**src/rtl/ntt_ctrl_pkg.sv**
```systemverilog
// Shared control-path definitions for the NTT sequencers.
`ifndef DEGREE
`define DEGREE 256
`endif
`ifndef RADIX_K1
`define RADIX_K1 1
`endif
`ifndef RADIX_K2
`define RADIX_K2 1
`endif
`ifndef D_width
`define D_width 64
`endif

package ntt_ctrl_pkg;

  typedef enum logic [2:0] {
    IDLE,
    INIT,
    RUN,
    FLUSH,
    DONE
  } tf_seq_state_t;

  localparam int unsigned STAGE_NUM_DEF = ($clog2(`DEGREE) - `RADIX_K2) / `RADIX_K1 + 1;
  localparam int unsigned D_WIDTH_DEF   = `D_width;

  // Bits needed to hold 0..range-1, never less than one.
  function automatic int unsigned cnt_width(input int unsigned range);
    return (range > 1) ? $clog2(range) : 1;
  endfunction

endpackage

```
**src/rtl/stall_counter.sv**
```systemverilog
// Loadable up-counter with enable, synchronous clear and terminal-count flag.
module stall_counter
   import ntt_ctrl_pkg::*;
#(
   parameter int unsigned WIDTH = 4,
   parameter int unsigned MAX   = 15
) (
   input  logic             clk_i,
   input  logic             rst_ni,
   input  logic             clr_i,
   input  logic             load_i,
   input  logic [WIDTH-1:0] load_val_i,
   input  logic             en_i,
   output logic [WIDTH-1:0] cnt_o,
   output logic             tc_o
);

   logic [WIDTH-1:0] cnt_q, cnt_d;

   // Next count: clear beats load beats increment.
   always_comb begin
      cnt_d = cnt_q;
      if (clr_i) begin
         cnt_d = '0;
      end else if (load_i) begin
         cnt_d = load_val_i;
      end else if (en_i) begin
         cnt_d = cnt_q + WIDTH'(1);
      end
   end

   // Count register.
   always_ff @(posedge clk_i or negedge rst_ni) begin
      if (!rst_ni) begin
         cnt_q <= '0;
      end else begin
         cnt_q <= cnt_d;
      end
   end

   assign cnt_o = cnt_q;
   assign tc_o  = (cnt_q == WIDTH'(MAX));

endmodule

```
**src/rtl/tf_seq_ctrl.sv**
```systemverilog
// Twiddle-factor sequencer: init pulse, per-stage iteration walk, pipeline drain, done.
module tf_seq_ctrl
   import ntt_ctrl_pkg::*;
#(
   parameter int unsigned D_WIDTH   = 64,
   parameter int unsigned STAGE_NUM = 4,
   parameter int unsigned DEPTH     = 256,
   parameter int unsigned PIPE_LAT  = 3
) (
   input  logic               clk,
   input  logic               rst,
   input  logic               start,
   input  logic               stall,
   input  logic               abort,
   output logic               TF_init_base,
   output logic               TF_init_const,
   output logic               TF_ren,
   output logic               TF_wen,
   output logic [D_WIDTH-1:0] it_depth_cnt,
   output logic [D_WIDTH-1:0] l,
   output logic               LAST_STAGE,
   output logic               busy,
   output logic               done
);

   localparam int unsigned IT_W = cnt_width(DEPTH);
   localparam int unsigned DR_W = cnt_width(PIPE_LAT);
   localparam int unsigned L_W  = cnt_width(STAGE_NUM);
   localparam logic [L_W-1:0] L_LAST = L_W'(STAGE_NUM - 1);
   localparam int unsigned DR_MAX = (PIPE_LAT > 0) ? PIPE_LAT - 1 : 0;

   tf_seq_state_t    state_q, state_d;
   logic [L_W-1:0]   l_q, l_d, l_inc;
   logic             init_q, init_d;
   logic             ren_q, ren_d;
   logic             wen_q, wen_d;
   logic             last_q, last_d;
   logic             busy_q, busy_d;
   logic             done_q, done_d;
   logic             adv;
   logic             it_clr, it_en, it_tc;
   logic [IT_W-1:0]  it_cnt;
   logic             dr_clr, dr_en, dr_tc;
   logic [DR_W-1:0]  dr_cnt;
   logic             unused_dr;

   // Iteration index within the current stage; holds at DEPTH-1 while draining.
   stall_counter #(
      .WIDTH (IT_W),
      .MAX   (DEPTH - 1)
   ) u_it_cnt (
      .clk_i      (clk),
      .rst_ni     (rst),
      .clr_i      (it_clr),
      .load_i     (1'b0),
      .load_val_i ('0),
      .en_i       (it_en),
      .cnt_o      (it_cnt),
      .tc_o       (it_tc)
   );

   // Drain counter: zero on entry to FLUSH, stops at its terminal count.
   stall_counter #(
      .WIDTH (DR_W),
      .MAX   (DR_MAX)
   ) u_dr_cnt (
      .clk_i      (clk),
      .rst_ni     (rst),
      .clr_i      (dr_clr),
      .load_i     (1'b0),
      .load_val_i ('0),
      .en_i       (dr_en),
      .cnt_o      (dr_cnt),
      .tc_o       (dr_tc)
   );

   assign dr_clr    = (state_q != FLUSH);
   assign dr_en     = (state_q == FLUSH) && !dr_tc;
   assign unused_dr = ^dr_cnt;

   // Next state and next registered outputs. Outputs for the coming cycle are
   // decided here, so a RUN cycle's ren/wen reflect stall sampled at its opening edge.
   always_comb begin
      state_d = state_q;
      l_d     = l_q;
      last_d  = last_q;
      init_d  = 1'b0;
      ren_d   = 1'b0;
      wen_d   = 1'b0;
      done_d  = 1'b0;
      busy_d  = 1'b1;
      it_clr  = 1'b0;
      it_en   = 1'b0;
      adv     = 1'b0;
      l_inc   = l_q + L_W'(1);

      case (state_q)
         IDLE: begin
            busy_d = 1'b0;
            if (start && !abort) begin
               state_d = INIT;
               init_d  = 1'b1;
               busy_d  = 1'b1;
               last_d  = (STAGE_NUM == 1);
               it_clr  = 1'b1;
            end
         end
         INIT: begin
            state_d = RUN;
            ren_d   = !stall;
            wen_d   = !stall && !last_q;
         end
         RUN: begin
            ren_d = !stall;
            wen_d = !stall && !last_q;
            if (ren_q) begin
               if (it_tc) begin
                  ren_d = 1'b0;
                  wen_d = 1'b0;
                  if (PIPE_LAT == 0) begin
                     adv = 1'b1;
                  end else begin
                     state_d = FLUSH;
                  end
               end else begin
                  it_en = 1'b1;
               end
            end
         end
         FLUSH: begin
            adv = dr_tc;
         end
         DONE: begin
            state_d = IDLE;
            busy_d  = 1'b0;
         end
         default: begin
            state_d = IDLE;
            busy_d  = 1'b0;
         end
      endcase

      // Stage boundary: next stage straight into RUN, or finish.
      if (adv) begin
         it_clr = 1'b1;
         if (l_q != L_LAST) begin
            state_d = RUN;
            l_d     = l_inc;
            last_d  = (l_inc == L_LAST);
            ren_d   = !stall;
            wen_d   = !stall && (l_inc != L_LAST);
         end else begin
            state_d = DONE;
            done_d  = 1'b1;
            l_d     = '0;
            last_d  = 1'b0;
         end
      end

      if (abort && (state_q != IDLE)) begin
         state_d = IDLE;
         l_d     = '0;
         last_d  = 1'b0;
         init_d  = 1'b0;
         ren_d   = 1'b0;
         wen_d   = 1'b0;
         done_d  = 1'b0;
         busy_d  = 1'b0;
         it_clr  = 1'b1;
      end
   end

   // State and output registers.
   always_ff @(posedge clk or negedge rst) begin
      if (!rst) begin
         state_q <= IDLE;
         l_q     <= '0;
         init_q  <= 1'b0;
         ren_q   <= 1'b0;
         wen_q   <= 1'b0;
         last_q  <= 1'b0;
         busy_q  <= 1'b0;
         done_q  <= 1'b0;
      end else begin
         state_q <= state_d;
         l_q     <= l_d;
         init_q  <= init_d;
         ren_q   <= ren_d;
         wen_q   <= wen_d;
         last_q  <= last_d;
         busy_q  <= busy_d;
         done_q  <= done_d;
      end
   end

   assign TF_init_base  = init_q;
   assign TF_init_const = init_q;
   assign TF_ren        = ren_q;
   assign TF_wen        = wen_q;
   assign LAST_STAGE    = last_q;
   assign busy          = busy_q;
   assign done          = done_q;
   assign l             = D_WIDTH'(l_q);
   assign it_depth_cnt  = D_WIDTH'(it_cnt);

endmodule

```
**config.mk**
```make
export PLATFORM = sky130hd
export DESIGN_NAME = tf_seq_ctrl
export DESIGN_NICKNAME = d
export VERILOG_FILES = /design/src/rtl/ntt_ctrl_pkg.sv /design/src/rtl/stall_counter.sv /design/src/rtl/tf_seq_ctrl.sv
export SDC_FILE = /design/constraint.sdc
export NUM_CORES = 1
export LEC_CHECK = 0
export CAP_MARGIN = 20
export CORE_UTILIZATION = 35
export DETAILED_ROUTE_END_ITERATION = 10
export PLACE_DENSITY = 0.81
export SLEW_MARGIN = 20
export SYNTH_ARGS = -nofsm -noshare
export SYNTH_HDL_FRONTEND = slang
export SYNTH_SLANG_ARGS = --single-unit
```
**constraint.sdc**
```tcl
create_clock -name clk -period 1.8 [get_ports clk]
set_input_delay 0.36 -clock clk [delete_from_list [all_inputs] [get_ports clk]]
set_output_delay 0.36 -clock clk [all_outputs]
set_load 0.005 [all_outputs]
```
**Word-level counts from Yosys, hierarchy flattened**

Cells that the tools add are included.

- Bits of input ports: 5
- Word-level logic and storage cells: 90
- Bits in registers: 21

- Reduce and logical (&&, ||, !) cells: 19
- Multiplexer cells: 45
- Equality and inequality tests: 13
- $add $sub $neg: 3

Operator list:

| cell | count |
|---|---|
| 1-bit two-way mux | 28 |
| 3-bit two-way mux | 6 |
| 8-bit two-way mux | 2 |
| 4-bit inequality test, second input constant | 3 |
| 3-bit case mux with 4 select lines | 1 |
| 2-bit two-way mux | 5 |
| 3-bit nonzero test | 3 |
| 8-bit by 1-bit adder with 8-bit output, second input constant | 1 |
| 8-bit == test, second input constant | 1 |
| 3-bit by 2-bit == test with 1-bit output, second input constant | 2 |
| 3-bit by 2-bit inequality test with 1-bit output, second input constant | 2 |
| 1-bit case mux with 2 select lines | 3 |
| 2-bit nonzero test | 3 |
| 1-bit logical AND | 5 |
| 2-bit by 1-bit adder with 2-bit output, second input constant | 2 |
| 2-bit == test, second input constant | 2 |
| 1-bit logical NOT | 4 |
| 2-bit inequality test, second input constant | 2 |
| 4-bit AND reduction | 1 |
| 3-bit by 1-bit == test with 1-bit output, second input constant | 1 |
| 3-bit logical NOT | 1 |
| 3-bit OR reduction | 1 |
| 2-bit AND reduction | 1 |

**Logic depth before layout (Yosys ltp)**

- Depth after elaboration: 8
- Mapped depth: 6

**Hierarchy**

A second synthesis with hierarchy kept.

- Cell total of the unflattened synthesis: 244
- Area total of the unflattened synthesis: 2088.3 um2

Modules (own cells, without submodules):

| module | cells each | area each (um2) | instances |
|---|---|---|---|
| tf_seq_ctrl | 182 | 1510.2 | 1 |
| stall_counter at u_it_cnt | 50 | 452.9 | 1 |
| stall_counter at u_dr_cnt | 12 | 125.1 | 1 |

**Worst setup path after synthesis**

OpenSTA, ideal clock, no wires.

- Path type: register -> register
- Start point: register u_dr_cnt.cnt_q[0] (netlist: u_dr_cnt.cnt_o[0])
- End point: register last_q (netlist: LAST_STAGE)
- Period minus slack after synthesis: 1501 ps
- Stages on the path, launching flop included: 7
- Buffers on the path: 0
- Setup slack: 299 ps
- Data required time: 1715 ps
- Arrival time: 1416 ps
- Cell sequence: dfrtp_1 inv_1 ha_1 nand4b_1 a21boi_0 nand3b_1 o21ai_0

- Cells in the longest elaborated chain, start to end: 4

Ends and longest elaborated chain:

| element | line | RTL |
|---|---|---|
| start, declared | stall_counter.sv:18 | `logic [WIDTH-1:0] cnt_q, cnt_d;` |
| start signal, assigned | stall_counter.sv:37 | `cnt_q <= cnt_d;` |
| 2-bit == test * | stall_counter.sv:42 | `assign tc_o = (cnt_q == WIDTH'(MAX));` |
| 1-bit two-way mux * | tf_seq_ctrl.sv:97 | `case (state_q)` |
| 3-bit nonzero test (no line) or 1-bit two-way mux (tied branches) | n/a |  |
| 2-bit AND reduction (no line) or 1-bit two-way mux (tied branches) | n/a |  |
| end signal, assigned | tf_seq_ctrl.sv:190 | `last_q <= last_d;` |
| end, declared | tf_seq_ctrl.sv:37 | `logic last_q, last_d;` |

Mark *: on every way between the ends. The rest lies on a longest branch, timed or not.
A chain may end at the register's enable or synchronous reset.

**Final worst setup path**

- Start point: register u_it_cnt.cnt_q[4] (netlist: u_it_cnt.cnt_o[4])
- End point: output it_depth_cnt[4]

RTL lines:

| element | line | RTL |
|---|---|---|
| start, declared | stall_counter.sv:18 |  |
| start signal, assigned | stall_counter.sv:37 |  |
| end, declared | tf_seq_ctrl.sv:19 | `output logic [D_WIDTH-1:0] it_depth_cnt,` |

No word-level cell between the ends.

==> flow_summary_export.csv <==
group,metric,value,unit
layout,fin_nets,259,
power,leakage,0.992,nW
layout,finish.utilization,35.6,%
synth,yosys_warnings,0,
global_routing,antenna_found_initial,0,
floorplan,die_x,77.1,um
synth,yosysUniqueCellTypes,35,
power,ir_drop,0.000238,V
min_path,min_path_type,"primary input to async pin",
floorplan,rows,26,
layout,final_common_cell,"conb_1",
routing,vias,1176,
placed_design,portBuffers,21,
layout,num_antenna_cells,0,
synth,seq_area_frac_synth,26.6,%
layout,area_growth,-5.07,%
sta,hold_slack,0.436,ns
clocking,h-tree-depth,1,
clocking,cts_resized,0,
placed_design,place_inst,315,
placed_design,gp_congestion,0.744,
synth,synthCells,225,
worst_setup_path,crit_chain,"clkdlybuf4s50_1",
global_routing,grt.total_usage,8.37,%
worst_setup_path,worst-path-buf-inv,1,
clocking,clock-root-buffer,"clkbuf_8",
global_routing,grt_max_degree,22,
floorplan,start_util,37.5,%
worst_setup_path,critPathSlowestCell,"clkdlybuf4s50_1",
routing,wl_per_cell,8.40,um
routing,drc,0,
worst_setup_path,end_kind,"output pin",
routing,drtPass1Iterations,4,
worst_setup_path,crit_arrival,1.31,ns
clocking,insertion_delay,0.26,ns
layout,drive_gt1_share,4.82,%
clocking,clkTransAtPathRegs,0.08,ns
run,maxCapViolCount,0,
floorplan,coreArea,5270,um2
routing,drt_iter0_drc,58,
worst_setup_path,cp.required,1.44,ns
power,power_density,509,nW/um2
worst_setup_path,slowest_delay,0.55,ns
floorplan,die_area,5950,um2
power,totalPowerFinal,0.000955,W
sta,rsz0062_at_grt,"no",
global_routing,grt_pass1_vias,896,
sta,hold_viol,0,
routing,finalWirelength,2680,um
clocking,ctsHoldBuffers,0,
layout,stdcell_count,319,
sta,fmax,0.600,GHz
synth,yosys.area.top_type,"buf_4",
global_routing,grt_pass1_wl,3950,um
routing,vias_per_cell,3.69,
sta,fin_crit_sh,92.6,%
worst_setup_path,cp_max_fo,6,
clocking,cts_buffers,3,
synth,synth_seq_cells,21,
sta,fin_crit,1.67,ns
worst_setup_path,setup.worst_path.start_class,"register",
clocking,post_cts_buffers,0,
clocking,clockBufferDepth,2,
sta,slew_viol_final,0,
worst_setup_path,cp_top_family,"buffers and inverters",
layout,final_cell_mix,"118 x conb_1, 21 x dfrtp_1, 21 x clkdlybuf4s50_1, 13 x nor2_1, 8 x o21ai_0",
floorplan,dieHeight,77.1,um
global_routing,grt_overflow,0,
worst_setup_path,worstSetupPathType,"register to output pin",
placed_design,dp_hpwl,2140,um
synth,yosys.area.top_type_share,45.2,%
synth,syn_area,1980,um2
floorplan,num_io_pins,140,
placed_design,dpl_worst_slack,-0.000484,ns
outcome,status,"completed",
sta,clock_skew,0.00425,ns
sta,layout_setup_ws,0.134,ns
synth,synth_area_leaders,"buf_4 45%, dfrtp_1 27%, ha_1 2.5%",
routing,ant_nets,0,
clocking,cts_tree,"done",
sta,setup_viol_count_final,0,
synth,avgSynthCellArea,8.78,um2
clocking,clkSinkCount,21,
layout,nFillCells,555,
[routing by layer]
metal  part of all wire [%]  track usage [%]  routed length (um)
met1                     39             10.1                1030
met2                     51             13.9                1380
met3                    9.1             1.19                 245
met4                   0.93             5.09                  25
met5                      0                0                   0
[state kept, by name, summed over array words and instances, names as in the netlist]
register,cells
state_q,3
TF_ren,1
l_q,2
LAST_STAGE,1
u_it_cnt.cnt_o,8
TF_wen,1
TF_init_base,1
u_dr_cnt.cnt_o,2
done,1
busy,1
[power by group]
group	internal, W	leakage (nW)	switching [W]
Combinational	0.0000460	0.678	0.0000998
Clock	0.000154	0.0255	0.000155
Sequential	0.000483	0.289	0.0000161
[stage by stage]
step                      cell area, um2  setup TNS (ns)
after floorplan                     2410               0
after global placement              1830               0
after detailed placement            1830       -0.000484
after CTS                           1880               0
after global routing                1880               0
final                               1880               0
[kinds of logic after synthesis]
family / share of synthesized area [%]
AO/OA/AOI/OAI: 7.85
XOR/XNOR: 2.22
adder cells (fa/ha/maj): 2.53
buffers and inverters: 47.0
flip-flops: 26.6
multiplexers: 0.507
other: 0.190
AND/OR/NAND/NOR: 13.1
[synthesized netlist by cell type, drive strengths merged]
cell	number
o31ai	1
o211ai	1
nand4	3
nor3	6
inv	4
a211oi	1
o21ai	8
a41oi	1
and2	2
and3	3
ha	4
dfrtp	21
and4bb	1
a21boi	1
nand4b	2
nand2b	1
o31a	2
a21oi	6
a22oi	1
nand3b	2
nand2	4
nor2	13
nand3	2
xor2	5
o21a	1
buf	121
clkbuf	1
conb	1
or3	3
mux2i	1
nor3b	2
[path summary, 6_finish.rpt]
kind | start | to | slack, ns | depth (start not counted)
setup / recovery | u_it_cnt.cnt_o[4] | it_depth_cnt[4] | 0.13 | 1
hold / removal | rst | TF_init_base | 0.44 | 2
setup reg to reg | u_it_cnt.cnt_o[0] | u_it_cnt.cnt_o[1] | 0.16 | 5
hold reg to reg | LAST_STAGE | LAST_STAGE | 0.59 | 2
max in group asynchronous | rst | u_dr_cnt.cnt_o[0] | 1.15 | 2
min in group clk | LAST_STAGE | LAST_STAGE | 0.59 | 2
[layout make-up]
class / instances / area, um2 / share of cell area (%)
clock buffers: 3 / 41.3 / 2.20
clock inverters: 1 / 5.00 / 0.267
inverters: 4 / 15.0 / 0.801
multi-input cells: 195 / 961 / 51.2
flip-flops and latches: 21 / 526 / 28.0
well taps: 70 / 87.6 / 4.67
repair buffers: 25 / 240 / 12.8
[worst register-to-register path, stage by stage, from the launching register on]
cell and delay [ns]:
dfrtp_1 0.41, ha_1 0.25, nand3_1 0.15, o21ai_0 0.40
mux2i_1 0.25, nor2_1 0.06
Note: power is estimated with default switching activity, not from simulation.
